$ cat src/rtl/div32_signed_ctrl_pkg.sv
// Shared definitions for the signed divide sequencer: state encoding, widths,
// special-case result constants and status flag positions.
package div_pkg;

   localparam int DIV_W = 32;

   localparam logic [DIV_W-1:0] DZ_QUOT  = 32'hFFFF_FFFF;
   localparam logic [DIV_W-1:0] INT_MIN  = 32'h8000_0000;
   localparam logic [DIV_W-1:0] MINUS_1  = 32'hFFFF_FFFF;

   localparam int FLAG_DZ  = 0;
   localparam int FLAG_OVF = 1;
   localparam int FLAG_ERR = 2;
   localparam int FLAG_W   = 3;

   typedef enum logic [2:0] {
      ST_IDLE  = 3'd0,
      ST_START = 3'd1,
      ST_ARM   = 3'd2,
      ST_WAIT  = 3'd3,
      ST_FIX   = 3'd4,
      ST_DONE  = 3'd5
   } state_t;

   // The single signed quotient that does not fit in 32 bits.
   function automatic logic is_signed_ovf(input logic sgn,
                                          input logic [DIV_W-1:0] a,
                                          input logic [DIV_W-1:0] b);
      return sgn && (a == INT_MIN) && (b == MINUS_1);
   endfunction

endpackage

$ cat src/rtl/div32_signed_ctrl_neg32_cond.sv
// Conditional two's-complement negate: y = en ? -x : x, wrapping at DIV_W bits.
module neg32_cond
   import div_pkg::*;
(
   input  logic             en,
   input  logic [DIV_W-1:0] x,
   output logic [DIV_W-1:0] y
);

   assign y = en ? (~x + {{(DIV_W-1){1'b0}}, 1'b1}) : x;

endmodule

$ cat src/rtl/div32_signed_ctrl.sv
// Issue/sequencing stage in front of an unsigned divider: magnitude conversion,
// start/finish handshake, sign fix-up, and local divide-by-zero/overflow/timeout handling.
module div32_signed_ctrl
   import div_pkg::*;
#(
   parameter int TIMEOUT_CYCLES = 128
)
(
   input  logic             clk,
   input  logic             rst_n,
   input  logic             in_valid,
   output logic             in_ready,
   input  logic             in_signed,
   input  logic [DIV_W-1:0] in_a,
   input  logic [DIV_W-1:0] in_b,
   output logic             out_valid,
   input  logic             out_ready,
   output logic [DIV_W-1:0] out_q,
   output logic [DIV_W-1:0] out_r,
   output logic             out_dz,
   output logic             out_ovf,
   output logic             out_err,
   output logic [DIV_W-1:0] div_a,
   output logic [DIV_W-1:0] div_b,
   output logic             div_start,
   input  logic [DIV_W-1:0] div_q,
   input  logic [DIV_W-1:0] div_r,
   input  logic             div_finish
);

   localparam int              CNT_W    = $clog2(TIMEOUT_CYCLES + 1);
   localparam logic [CNT_W-1:0] CNT_LAST = CNT_W'(TIMEOUT_CYCLES - 1);

   state_t            state;
   state_t            state_nxt;
   logic              sa;
   logic              sb;
   logic [DIV_W-1:0]  q_cap;
   logic [DIV_W-1:0]  r_cap;
   logic [CNT_W-1:0]  tcnt;
   logic [FLAG_W-1:0] flags;

   logic              accept;
   logic              in_sa;
   logic              in_sb;
   logic              in_dz;
   logic              in_ovf;
   logic              timeout_hit;
   logic [DIV_W-1:0]  neg_a;
   logic [DIV_W-1:0]  neg_b;
   logic [DIV_W-1:0]  fix_q;
   logic [DIV_W-1:0]  fix_r;

   assign accept      = (state == ST_IDLE) && in_valid;
   assign in_sa       = in_signed & in_a[DIV_W-1];
   assign in_sb       = in_signed & in_b[DIV_W-1];
   assign in_dz       = (in_b == '0);
   assign in_ovf      = is_signed_ovf(in_signed, in_a, in_b);
   assign timeout_hit = (tcnt == CNT_LAST);

   neg32_cond u_neg_a (.en(in_sa),   .x(in_a),  .y(neg_a));
   neg32_cond u_neg_b (.en(in_sb),   .x(in_b),  .y(neg_b));
   neg32_cond u_neg_q (.en(sa ^ sb), .x(q_cap), .y(fix_q));
   neg32_cond u_neg_r (.en(sa),      .x(r_cap), .y(fix_r));

   always_ff @(posedge clk or negedge rst_n) begin
      if (!rst_n) begin
         state <= ST_IDLE;
      end else begin
         state <= state_nxt;
      end
   end

   // ARM holds off until a finish left over from the previous op has dropped.
   always_comb begin
      state_nxt = state;
      case (state)
         ST_IDLE: begin
            if (accept) begin
               if (in_dz || in_ovf) begin
                  state_nxt = ST_DONE;
               end else begin
                  state_nxt = ST_START;
               end
            end
         end
         ST_START: state_nxt = ST_ARM;
         ST_ARM: begin
            if (timeout_hit) begin
               state_nxt = ST_DONE;
            end else if (!div_finish) begin
               state_nxt = ST_WAIT;
            end
         end
         ST_WAIT: begin
            if (div_finish) begin
               state_nxt = ST_FIX;
            end else if (timeout_hit) begin
               state_nxt = ST_DONE;
            end
         end
         ST_FIX: state_nxt = ST_DONE;
         ST_DONE: begin
            if (out_ready) begin
               state_nxt = ST_IDLE;
            end
         end
         default: state_nxt = ST_IDLE;
      endcase
   end

   always_comb begin
      in_ready  = 1'b0;
      out_valid = 1'b0;
      div_start = 1'b0;
      case (state)
         ST_IDLE:  in_ready  = 1'b1;
         ST_START: div_start = 1'b1;
         ST_DONE:  out_valid = 1'b1;
         default: begin
         end
      endcase
   end

   always_ff @(posedge clk or negedge rst_n) begin
      if (!rst_n) begin
         sa    <= 1'b0;
         sb    <= 1'b0;
         div_a <= '0;
         div_b <= '0;
         q_cap <= '0;
         r_cap <= '0;
         out_q <= '0;
         out_r <= '0;
         tcnt  <= '0;
         flags <= '0;
      end else begin
         case (state)
            ST_IDLE: begin
               if (accept) begin
                  if (in_dz) begin
                     out_q          <= DZ_QUOT;
                     out_r          <= in_a;
                     flags          <= '0;
                     flags[FLAG_DZ] <= 1'b1;
                  end else if (in_ovf) begin
                     out_q           <= INT_MIN;
                     out_r           <= '0;
                     flags           <= '0;
                     flags[FLAG_OVF] <= 1'b1;
                  end else begin
                     sa    <= in_sa;
                     sb    <= in_sb;
                     div_a <= neg_a;
                     div_b <= neg_b;
                  end
               end
            end
            ST_START: tcnt <= '0;
            ST_ARM: begin
               if (timeout_hit) begin
                  out_q           <= '0;
                  out_r           <= '0;
                  flags           <= '0;
                  flags[FLAG_ERR] <= 1'b1;
               end else begin
                  tcnt <= tcnt + CNT_W'(1);
               end
            end
            ST_WAIT: begin
               if (div_finish) begin
                  q_cap <= div_q;
                  r_cap <= div_r;
               end else if (timeout_hit) begin
                  out_q           <= '0;
                  out_r           <= '0;
                  flags           <= '0;
                  flags[FLAG_ERR] <= 1'b1;
               end else begin
                  tcnt <= tcnt + CNT_W'(1);
               end
            end
            ST_FIX: begin
               out_q <= fix_q;
               out_r <= fix_r;
               flags <= '0;
            end
            ST_DONE: begin
               if (out_ready) begin
                  flags <= '0;
               end
            end
            default: begin
            end
         endcase
      end
   end

   assign out_dz  = flags[FLAG_DZ];
   assign out_ovf = flags[FLAG_OVF];
   assign out_err = flags[FLAG_ERR];

endmodule

$ cat config.mk
export PLATFORM = sky130hd
export DESIGN_NAME = div32_signed_ctrl
export DESIGN_NICKNAME = d
export VERILOG_FILES = /design/src/rtl/div32_signed_ctrl_pkg.sv /design/src/rtl/div32_signed_ctrl_neg32_cond.sv /design/src/rtl/div32_signed_ctrl.sv
export SDC_FILE = /design/constraint.sdc
export NUM_CORES = 1
export LEC_CHECK = 0
export ABC_AREA = 1
export CAP_MARGIN = 20
export CORE_MARGIN = 8
export CORE_UTILIZATION = 45
export DETAILED_ROUTE_END_ITERATION = 16
export HOLD_SLACK_MARGIN = 0.12
export PLACE_DENSITY = 0.75
export SLEW_MARGIN = 20
export SYNTH_ARGS = -nofsm -noshare
export SYNTH_HDL_FRONTEND = slang
export SYNTH_SLANG_ARGS = --single-unit
$ cat constraint.sdc
create_clock -name clk -period 2.5 [get_ports clk]
set_clock_uncertainty 0.2 [all_clocks]
set_input_delay 0.5 -clock clk [delete_from_list [all_inputs] [get_ports clk]]
set_output_delay 0.5 -clock clk [all_outputs]
set_load 0.005 [all_outputs]
==> results.yml, run 1 <==
place:
  port_buffers: 267
  place.detailed.hpwl_mm: 35.5
  place.gp.congestion: 0.933
floorplanning:
  placeableCoreArea_um2: 27500
  num_rows: 61
  fp.dieW_um: 182
  floorplan.initialDensity_pct: 45.3
  full_die_area_um2: 33200
  dieHeight_um: 182
  io_pins: 268
clocking:
  cts_max_level: 1
  clk_transition_reported_paths_ps: 60
  number_of_clock_buffers_inserted_by_tritoncts: 23
  cts-root-to-sink-buffers: 3
  clkLatencyLatePin_ps: 530
  number_of_sinks_handled_by_clock_tree_synthesis: 208
  clock-root-buffer: "sky130_fd_sc_hd__clkbuf_16"
  tritoncts: "built"
global_route:
  grt.total_usage_pct: 26.9
  grt_pass1_vias: 13400
  top_usage_layer: "met2"
  grt_remaining_overflow: 0
  grt_first_pass_wirelength_mm: 72.1
  grtUsageMet3_pct: 5.19
  global_route.usage.met2_pct: 44.5
  largest_net_degree_at_the_start_of_global_routing: 74
  grt_antenna_before_repair: 7
  grt_use_met1_pct: 35.6
timing:
  grt_setup_unrepaired: "yes"
  timing_worst_slew_pin_value_ps: 679
  timing.fmax_mhz: 413
  slew-limit-headroom_pct: 54.3
  timing_max_transition_violations_final: 0
  timing.final.crit_share_pct: 96.8
  hold_viol_final: 0
  hold_slack_ps: 279
  setup_viol: 0
  min_period_ps: 2420
worst_hold_path:
  min-delay-path-class: "flip-flop to flip-flop"
  timing.hold.worst.start: "out_q[27]"
detailed_routing:
  post_drt_wl_per_cell_um: 17.6
  drt-vias-per-instance: 5.25
  vias: 13900
  drc_errors: 0
  detail_route.iter0.violations: 1283
  drt_pre_antenna_iters: 8
  drt-total-wl_mm: 46.7
  antenna_violating_nets_post_route: 0
synthesis:
  post_synth_fa_ha_maj_area_fraction_pct: 0.805
  yosys_warnings: 0
  synth-compound-area-share_pct: 10.2
  synth-edff-count: 0
  synth_mux_area_share_pct: 0
  synth_fp_nets: 1991
  post_synth_num_cell_types: 35
  synth_sequential_area_ratio_pct: 41.8
  combinational_family_with_the_most_area_after_synthesis: "simple AND/OR/NAND/NOR gates"
  synth_top_flop_cell: "sky130_fd_sc_hd__dfrtp_1"
  synth.avg_cell_area_um2: 6.73
  synth.ff_latch_count: 208
  asyncSetResetFlopFracSynth_pct: 100
  post_syn_instances: 1849
  synth_xor_area_share_pct: 3.24
  synth_area_um2: 12400
  synth_simple_gate_area_share_pct: 37.0
finish:
  fillers: 2455
  area_growth_from_synthesis_to_layout_pct: 44.1
  finish.net_count: 2433
  ff_latch_area_um2: 5210
  layout.core_utilization_pct: 65.2
  multi_input_area_um2: 6450
  final_layout_size_suffix_gt1_share_pct: 12.8
worst_setup_path:
  cp_data_required_time_ps: 2710
  worstPathArrival_ps: 2630
  end_kind: "flip-flop"
  rr_startpoint: "r_cap[1]"
  timing_worst_setup_path_type: "input pin to flip-flop"
  crit_path_start_kind: "input pin"
  critical_path_peak_fanout: 9
  startpoint: "in_a[13]"
pwr:
  total_leakage_power_nw: 8.74
  ir_worst_vdd_mv: 0.632
  power-per-cell-area_nw_per_um2: 1060
run:
  drv.max_cap_violation_count: 0
status:
  status: "finished, final reports clean"
## stage by stage
step           std cells  setup WS [ps]  setup TNS (ps)  area [um^2]  total power [mW]
4_1_cts             2639           5.56               0        17700              18.6
6_report            2656           79.7               0        17900              19.0
3_5_place_dp        2592           -514          -53910        16900              14.9
2_1_floorplan       1849            384               0        12400              10.6
3_3_place_gp        2592           -434          -45970        16900              14.7
5_1_grt             2656          -46.8            -505        17900              20.4
## timing repair
item	4_1_cts	5_1_grt
setup buffers	4	12
gates resized for setup	5	17
hold buffers	1	0
gates cloned	0	3
pin swaps	1	4
endpoints found under the setup margin	3	112
endpoints found under the hold margin	77	0
## routing by layer
metal	routed length, um	vias up
li1	-	6781
met1	20300	6475
met2	21400	584
met3	3630	97
met4	1360	10
met5	65	-
## final timing paths
path / to / slack (ps) / cells after the start
hold reg to reg: out_q[27] / 280 / 2
min in group asynchronous: div_b[5] / 310 / 2
setup reg to reg: out_r[20] / 220 / 11
setup / recovery: div_b[30] / 80 / 13
hold / removal: out_q[27] / 280 / 2
max in group asynchronous: r_cap[17] / 1150 / 3
## worst max-delay path: stages
cell	delay, ps
sky130_fd_sc_hd__clkdlybuf4s50_1	480
sky130_fd_sc_hd__nor2_1	190
sky130_fd_sc_hd__nand2_1	120
sky130_fd_sc_hd__nor2_1	140
sky130_fd_sc_hd__nand2_1	80
sky130_fd_sc_hd__nor2_2	170
sky130_fd_sc_hd__nand3_2	160
sky130_fd_sc_hd__buf_4	180
sky130_fd_sc_hd__nand4_4	140
sky130_fd_sc_hd__clkinvlp_4	160
sky130_fd_sc_hd__buf_4	180
sky130_fd_sc_hd__nand2_1	80
sky130_fd_sc_hd__nand2_1	60
## placed cells by master, fill, tap and decap left out, types with 13 or more instances in the layout
cell,netlist,routed
sky130_fd_sc_hd__clkbuf_16,0,26
sky130_fd_sc_hd__nand3_1,134,133
sky130_fd_sc_hd__o21ai_0,193,193
sky130_fd_sc_hd__clkdlybuf4s50_1,0,263
sky130_fd_sc_hd__buf_12,0,13
sky130_fd_sc_hd__buf_4,6,195
sky130_fd_sc_hd__xnor2_1,13,13
sky130_fd_sc_hd__nand4_1,23,23
sky130_fd_sc_hd__nor2_2,13,20
sky130_fd_sc_hd__xor2_1,33,33
sky130_fd_sc_hd__inv_1,138,136
sky130_fd_sc_hd__dfrtp_1,208,207
sky130_fd_sc_hd__nor3_1,16,16
sky130_fd_sc_hd__nand2_1,725,724
sky130_fd_sc_hd__a21oi_1,38,38
sky130_fd_sc_hd__nor2_1,198,188
## layout make-up
class                      count  area share (%)
antenna                        2          0.0279
clock inverter                 8           0.677
sequential                   208            29.0
clock buffer                  34            3.66
tap                          346            2.42
inverter                     146            3.09
timing repair buffer         480            25.1
multi-input combinational   1432            36.0
## state kept, by name (all words and copies together), names as in the netlist, 8 cells and up
signal,cells
div_a,32
div_b,32
out_q,32
out_r,32
q_cap,32
r_cap,32
tcnt,8
## cells in the mapped netlist (16+ instances only)
library cell | count | share of area [%]
sky130_fd_sc_hd__nor2_1 | 198 | 6.0
sky130_fd_sc_hd__clkbuf_1 | 32 | 0.97
sky130_fd_sc_hd__nand3_1 | 134 | 5.4
sky130_fd_sc_hd__nand2_1 | 725 | 22
sky130_fd_sc_hd__nand4_1 | 23 | 1.2
sky130_fd_sc_hd__xor2_1 | 33 | 2.3
sky130_fd_sc_hd__dfrtp_1 | 208 | 42
sky130_fd_sc_hd__o21ai_0 | 193 | 7.8
sky130_fd_sc_hd__buf_2 | 18 | 0.72
sky130_fd_sc_hd__nor3_1 | 16 | 0.64
sky130_fd_sc_hd__inv_1 | 138 | 4.2
sky130_fd_sc_hd__a21oi_1 | 38 | 1.5
## cell families (layout without fill, tap and decap cells)
logic type / count (synthesis) / count (layout)
simple gates: 1129 / 1129
buf+inv: 209 / 668
fa+ha+maj: 8 / 8
xor+xnor: 46 / 46
compound gates: 249 / 249
flops: 208 / 208
other cells: 0 / 2
## power by group
part / switching, mW / total (mW) / leakage (nW) / internal [mW]
logic: 5.55 / 9.68 / 5.68 / 4.13
clock network: 1.44 / 3.57 / 0.379 / 2.13
registers: 1.05 / 5.80 / 2.68 / 4.75
Note: power is estimated with default switching activity, not from simulation.
==> run 2, diff against run 1 <==
Settings changed: CORE_ASPECT_RATIO set to 0.9.
==> results.yml, run 2 (synthesized netlist as in run 1, its figures left out) <==
worst_setup_path:
  r2r.worst_path.cells: 12
  reg2reg_setup_slack_ps: 280
  worstPathArrival_ps: 2570
  cp_data_required_time_ps: 2710
  rr_endpoint: "out_r[26]"
  rr_startpoint: "r_cap[1]"
  end_kind: "flip-flop"
  timing_worst_setup_path_type: "input pin to flip-flop"
  critical_path_peak_fanout: 27
  crit_path_start_kind: "input pin"
finish:
  most_frequent_standard_cell_in_the_layout_excluding_fill_and_tap_cells: "sky130_fd_sc_hd__nand2_1"
  finish.cell_count_without_fillers: 2641
  area_growth_from_synthesis_to_layout_pct: 42.3
  finish.net_count: 2413
  layout.core_utilization_pct: 65.3
  final_layout_size_suffix_gt1_share_pct: 11.7
  most-common-layout-cells: "sky130_fd_sc_hd__nand2_1, sky130_fd_sc_hd__clkdlybuf4s50_1, sky130_fd_sc_hd__dfrtp_1"
timing:
  hold_viol_final: 0
  min_period_ps: 2360
  timing_worst_slew_pin_value_ps: 658
  setup_viol: 0
  slew-limit-headroom_pct: 55.8
  timing_max_transition_violations_final: 0
  timing.fmax_mhz: 423
  timing.final.crit_share_pct: 94.6
detailed_routing:
  drt-vias-per-instance: 5.20
  detail_route.iter0.violations: 1331
  drc_errors: 0
  antenna_violating_nets_post_route: 0
  drt_pre_antenna_iters: 6
  post_drt_wl_per_cell_um: 17.3
  drt-total-wl_mm: 45.6
  vias: 13700
clocking:
  cts-root-to-sink-buffers: 3
  number_of_sinks_handled_by_clock_tree_synthesis: 208
  number_of_clock_buffers_inserted_by_tritoncts: 24
  clock-root-buffer: "sky130_fd_sc_hd__clkbuf_16"
  clk_transition_reported_paths_ps: 50
  clkLatencyLatePin_ps: 520
  tritoncts: "built"
  cts_max_level: 1
global_route:
  grt_first_pass_wirelength_mm: 72.4
  grt_pass1_vias: 13400
  grt_remaining_overflow: 0
  grt_antenna_before_repair: 1
  grt.total_usage_pct: 26.9
  largest_net_degree_at_the_start_of_global_routing: 80
floorplanning:
  floorplan.initialDensity_pct: 45.9
  num_rows: 57
  full_die_area_um2: 33200
  fp.dieW_um: 191
  io_pins: 268
  placeableCoreArea_um2: 27100
  dieHeight_um: 174
pwr:
  power-per-cell-area_nw_per_um2: 1050
  totalPowerFinal_mw: 18.6
  ir_worst_vdd_mv: 0.752
  total_leakage_power_nw: 8.61
place:
  place.gp.congestion: 0.961
  place.detailed.hpwl_mm: 35.7
  port_buffers: 267
  placedCellCount: 2597
worst_hold_path:
  holdPathStages: 2
  min-delay-path-class: "flip-flop to flip-flop"
  timing.hold.worst.start: "out_q[21]"
  worst_hold_path.endpoint: "out_q[21]"
run:
  drv.max_cap_violation_count: 0
status:
  status: "finished, final reports clean"
==> run 2: area by class of cell <==
type,instances,area (um^2)
diodes,1,2.50
clock buffers,33,696
clock inverters,8,119
fillers,2436,9400
inverters,146,552
multi-input cells,1432,6420
flip-flops and latches,208,5200
well taps,354,443
repair buffers,459,4270
==> run 2: report_power, final <==
group	internal, mW	total [mW]	switching [mW]
Sequential	4.75	5.81	1.06
Clock	2.24	3.64	1.40
Combinational	3.82	9.11	5.28
Total	10.8	18.6	7.75
==> run 2: how the worst max path moves through the flow <==
stage                   from   endpoint  slack (ps)  depth (start not counted)
finish               in_b[0]  out_q[27]         140                         12
global route        in_a[24]   out_r[8]          -4                         13
CTS                  in_b[0]  div_a[28]         100                         11
detailed placement   in_b[0]  div_a[28]        -420                         11
global placement    in_a[16]  div_b[28]        -400                         11
floorplan            in_a[0]  out_r[14]         380                         14
==> run 2: metrics by stage <==
stage / setup slack [ps] / hold slack, ps / cell area (um^2) / TNS (ps)
floorplan: 384 / 4.41 / 12400 / 0
global placement: -398 / 264 / 16800 / -41180
detailed placement: -424 / 264 / 16800 / -45700
CTS: 101 / 279 / 17700 / 0
global route: -3.93 / 300 / 17700 / -7.60
finish: 136 / 277 / 17700 / 0
==> run 2: layer usage <==
layer,vias up,share of wire (%),GRT usage [%],wire [um]
met4,0,4.1,10.3,1860
met3,91,6.0,3.36,2730
met2,486,47,44.1,21200
li1,6725,-,-,-
met1,6436,43,35.6,19800
met5,-,0,0,0
==> run 2: worst max-delay path: stages <==
cell,delay [ps]
sky130_fd_sc_hd__clkdlybuf4s50_1,520
sky130_fd_sc_hd__inv_1,80
sky130_fd_sc_hd__ha_1,240
sky130_fd_sc_hd__nand2_1,100
sky130_fd_sc_hd__nor2_1,50
sky130_fd_sc_hd__buf_4,140
sky130_fd_sc_hd__nand4_2,170
sky130_fd_sc_hd__nor2_2,80
sky130_fd_sc_hd__inv_2,340
sky130_fd_sc_hd__o21ai_0,200
sky130_fd_sc_hd__nand2_1,100
sky130_fd_sc_hd__nand2_1,50
==> run 2: what timing repair did <==
item	CTS	global route
buffers inserted	0	1
gates resized for setup	4	5
hold buffers	1	0
gates cloned	0	0
endpoints found under the setup margin	3	83
endpoints found under the hold margin	51	0
==> run 3, diff against run 2 <==
Settings changed: CELL_PAD_IN_SITES_DETAIL_PLACEMENT set to 1, CELL_PAD_IN_SITES_GLOBAL_PLACEMENT set to 2, CORE_UTILIZATION 45 to 28, PLACE_DENSITY 0.75 to 0.84, TNS_END_PERCENT set to 1.
==> results.yml, run 3 (synthesized netlist as in run 1, its figures left out) <==
worst_setup_path:
  reg2reg_setup_slack_ps: 150
  critical_path_peak_fanout: 15
  crit_path_start_kind: "input pin"
  end_kind: "flip-flop"
  worstPathArrival_ps: 2650
  timing_worst_setup_path_type: "input pin to flip-flop"
  startpoint: "in_a[7]"
  rr_endpoint: "tcnt[5]"
  cp_data_required_time_ps: 2780
  r2r.worst_path.cells: 10
  rr_startpoint: "state[2]"
finish:
  area_growth_from_synthesis_to_layout_pct: 45.6
  most_frequent_standard_cell_in_the_layout_excluding_fill_and_tap_cells: "sky130_fd_sc_hd__nand2_1"
  postLayoutCellArea_um2: 18100
  fillers: 5555
  finish.net_count: 2412
  most-common-layout-cells: "sky130_fd_sc_hd__nand2_1, sky130_fd_sc_hd__clkdlybuf4s50_1, sky130_fd_sc_hd__dfrtp_1"
  final_layout_size_suffix_gt1_share_pct: 12.0
clocking:
  clkLatencyLatePin_ps: 550
  number_of_clock_buffers_inserted_by_tritoncts: 26
  clk_transition_reported_paths_ps: 60
  cts-root-to-sink-buffers: 3
  tritoncts: "built"
  clock-root-buffer: "sky130_fd_sc_hd__clkbuf_16"
  number_of_sinks_handled_by_clock_tree_synthesis: 208
  cts_max_level: 1
detailed_routing:
  drt-vias-per-instance: 4.79
  drt-total-wl_mm: 54.2
  post_drt_wl_per_cell_um: 18.8
  drc_errors: 0
  antenna_violating_nets_post_route: 0
  detail_route.iter0.violations: 772
  vias: 13800
  drt_pre_antenna_iters: 4
floorplanning:
  fp.dieW_um: 238
  num_rows: 73
  io_pins: 268
  placeableCoreArea_um2: 44000
  dieHeight_um: 216
  full_die_area_um2: 51400
  floorplan.initialDensity_pct: 28.3
pwr:
  total_leakage_power_nw: 8.66
  ir_worst_vdd_mv: 0.472
  totalPowerFinal_mw: 19.4
  power_frac_seq_pct: 30.2
  p_comb_share_pct: 49.8
  swShare_pct: 43.3
  p_int_mw: 11.0
  power-per-cell-area_nw_per_um2: 1070
  power_frac_clock_pct: 20.0
  total_switching_power_mw: 8.39
timing:
  min_period_ps: 2370
  timing_worst_slew_pin_value_ps: 673
  slew-limit-headroom_pct: 54.7
  setup_viol: 0
  timing.final.crit_share_pct: 94.7
  timing_max_transition_violations_final: 0
  timing.fmax_mhz: 422
  hold_viol_final: 0
worst_hold_path:
  timing.hold.worst.start: "div_a[23]"
  worst_hold_path.endpoint: "div_a[23]"
  holdPathStages: 2
  min-delay-path-class: "flip-flop to flip-flop"
run:
  drv.max_cap_violation_count: 0
place:
  placedInstanceArea_um2: 17100
  place.gp.congestion: 0.891
  port_buffers: 267
  place.detailed.hpwl_mm: 42.3
global_route:
  grt.total_usage_pct: 20.2
  grt_pass1_vias: 14600
  largest_net_degree_at_the_start_of_global_routing: 71
  grt_remaining_overflow: 0
  grt_first_pass_wirelength_mm: 83.6
  grt_antenna_before_repair: 2
status:
  status: "finished, final reports clean"
-- run 3: cell count changes in the layout (fill, tap and decap cells not counted), moves of 2 or more --
cell and delta:
sky130_fd_sc_hd__buf_4 -5, sky130_fd_sc_hd__clkbuf_16 +4, sky130_fd_sc_hd__nor2_1 -4, sky130_fd_sc_hd__clkinv_4 +3
sky130_fd_sc_hd__buf_8 +2, sky130_fd_sc_hd__clkdlybuf4s50_1 -2, sky130_fd_sc_hd__nor2_2 +2, sky130_fd_sc_hd__nor2_4 +2
-- run 3: repair_timing --
item,4_1_cts,5_1_grt
endpoints found under the hold margin,57,0
cloned,0,3
pin swaps,0,3
resized for setup,10,13
hold buffers,1,0
buffers inserted,0,1
setup endpoints to repair,112,65
-- run 3: layout make-up --
class                      instances  area, um^2  area share, %
clock buffer                      34         742           4.10
multi-input combinational       1432        6460           35.7
timing repair buffer             456        4280           23.6
clock inverter                    11         119          0.656
antenna                            2        5.00         0.0276
sequential                       208        5210           28.7
inverter                         146         551           3.04
tap                              600         751           4.14
-- run 3: power by group through the flow --
stage          registers, mW  clock network, mW  logic (mW)
6_report                5.85               3.87        9.66
5_1_grt                 6.02               4.08        10.8
4_1_cts                 5.86               3.97        9.29
3_5_place_dp            5.89                  0        9.24
3_3_place_gp            5.85                  0        8.98
2_1_floorplan           5.62                  0        4.97
-- run 3: worst max-delay path by stage --
stage | to | slack, ps
3_5_place_dp | out_q[30] | -740
2_1_floorplan | out_r[14] | 380
6_report | out_r[0] | 130
4_1_cts | tcnt[5] | 30
5_1_grt | out_q[5] | -30
3_3_place_gp | out_q[26] | -670
-- run 3: critical path: stages --
cell,delay (ps)
sky130_fd_sc_hd__clkdlybuf4s50_1,510
sky130_fd_sc_hd__nor2_1,200
sky130_fd_sc_hd__nand2_1,110
sky130_fd_sc_hd__nor2_2,110
sky130_fd_sc_hd__nand2_1,90
sky130_fd_sc_hd__nor2_4,170
sky130_fd_sc_hd__nand3_2,150
sky130_fd_sc_hd__nand3_2,130
sky130_fd_sc_hd__nand2_2,80
sky130_fd_sc_hd__nor2_4,130
sky130_fd_sc_hd__buf_12,140
sky130_fd_sc_hd__clkbuf_16,200
sky130_fd_sc_hd__nand2_1,70
sky130_fd_sc_hd__nand2_1,60
-- run 3: per-layer routing --
layer | vias to the layer above | GRT usage [%] | wire length, um
met2 | 273 | 34.0 | 25800
met4 | 0 | 6.38 | 1770
met5 | - | 0 | 0
met3 | 80 | 3.07 | 2270
met1 | 6762 | 26.5 | 24400
li1 | 6727 | - | -
-- run 3: through the flow --
step	setup TNS [ps]	utilization, %	hold slack (ps)	worst slack [ps]	instances
after global placement	-79760	38.8	265	-667	2837
after detailed placement	-85960	38.8	273	-744	2837
after CTS	0	40.8	288	32.4	2883
after global routing	-717	41.1	304	-29.2	2889
after floorplan	0	-	4.41	384	1849
final	0	41.1	284	131	2889
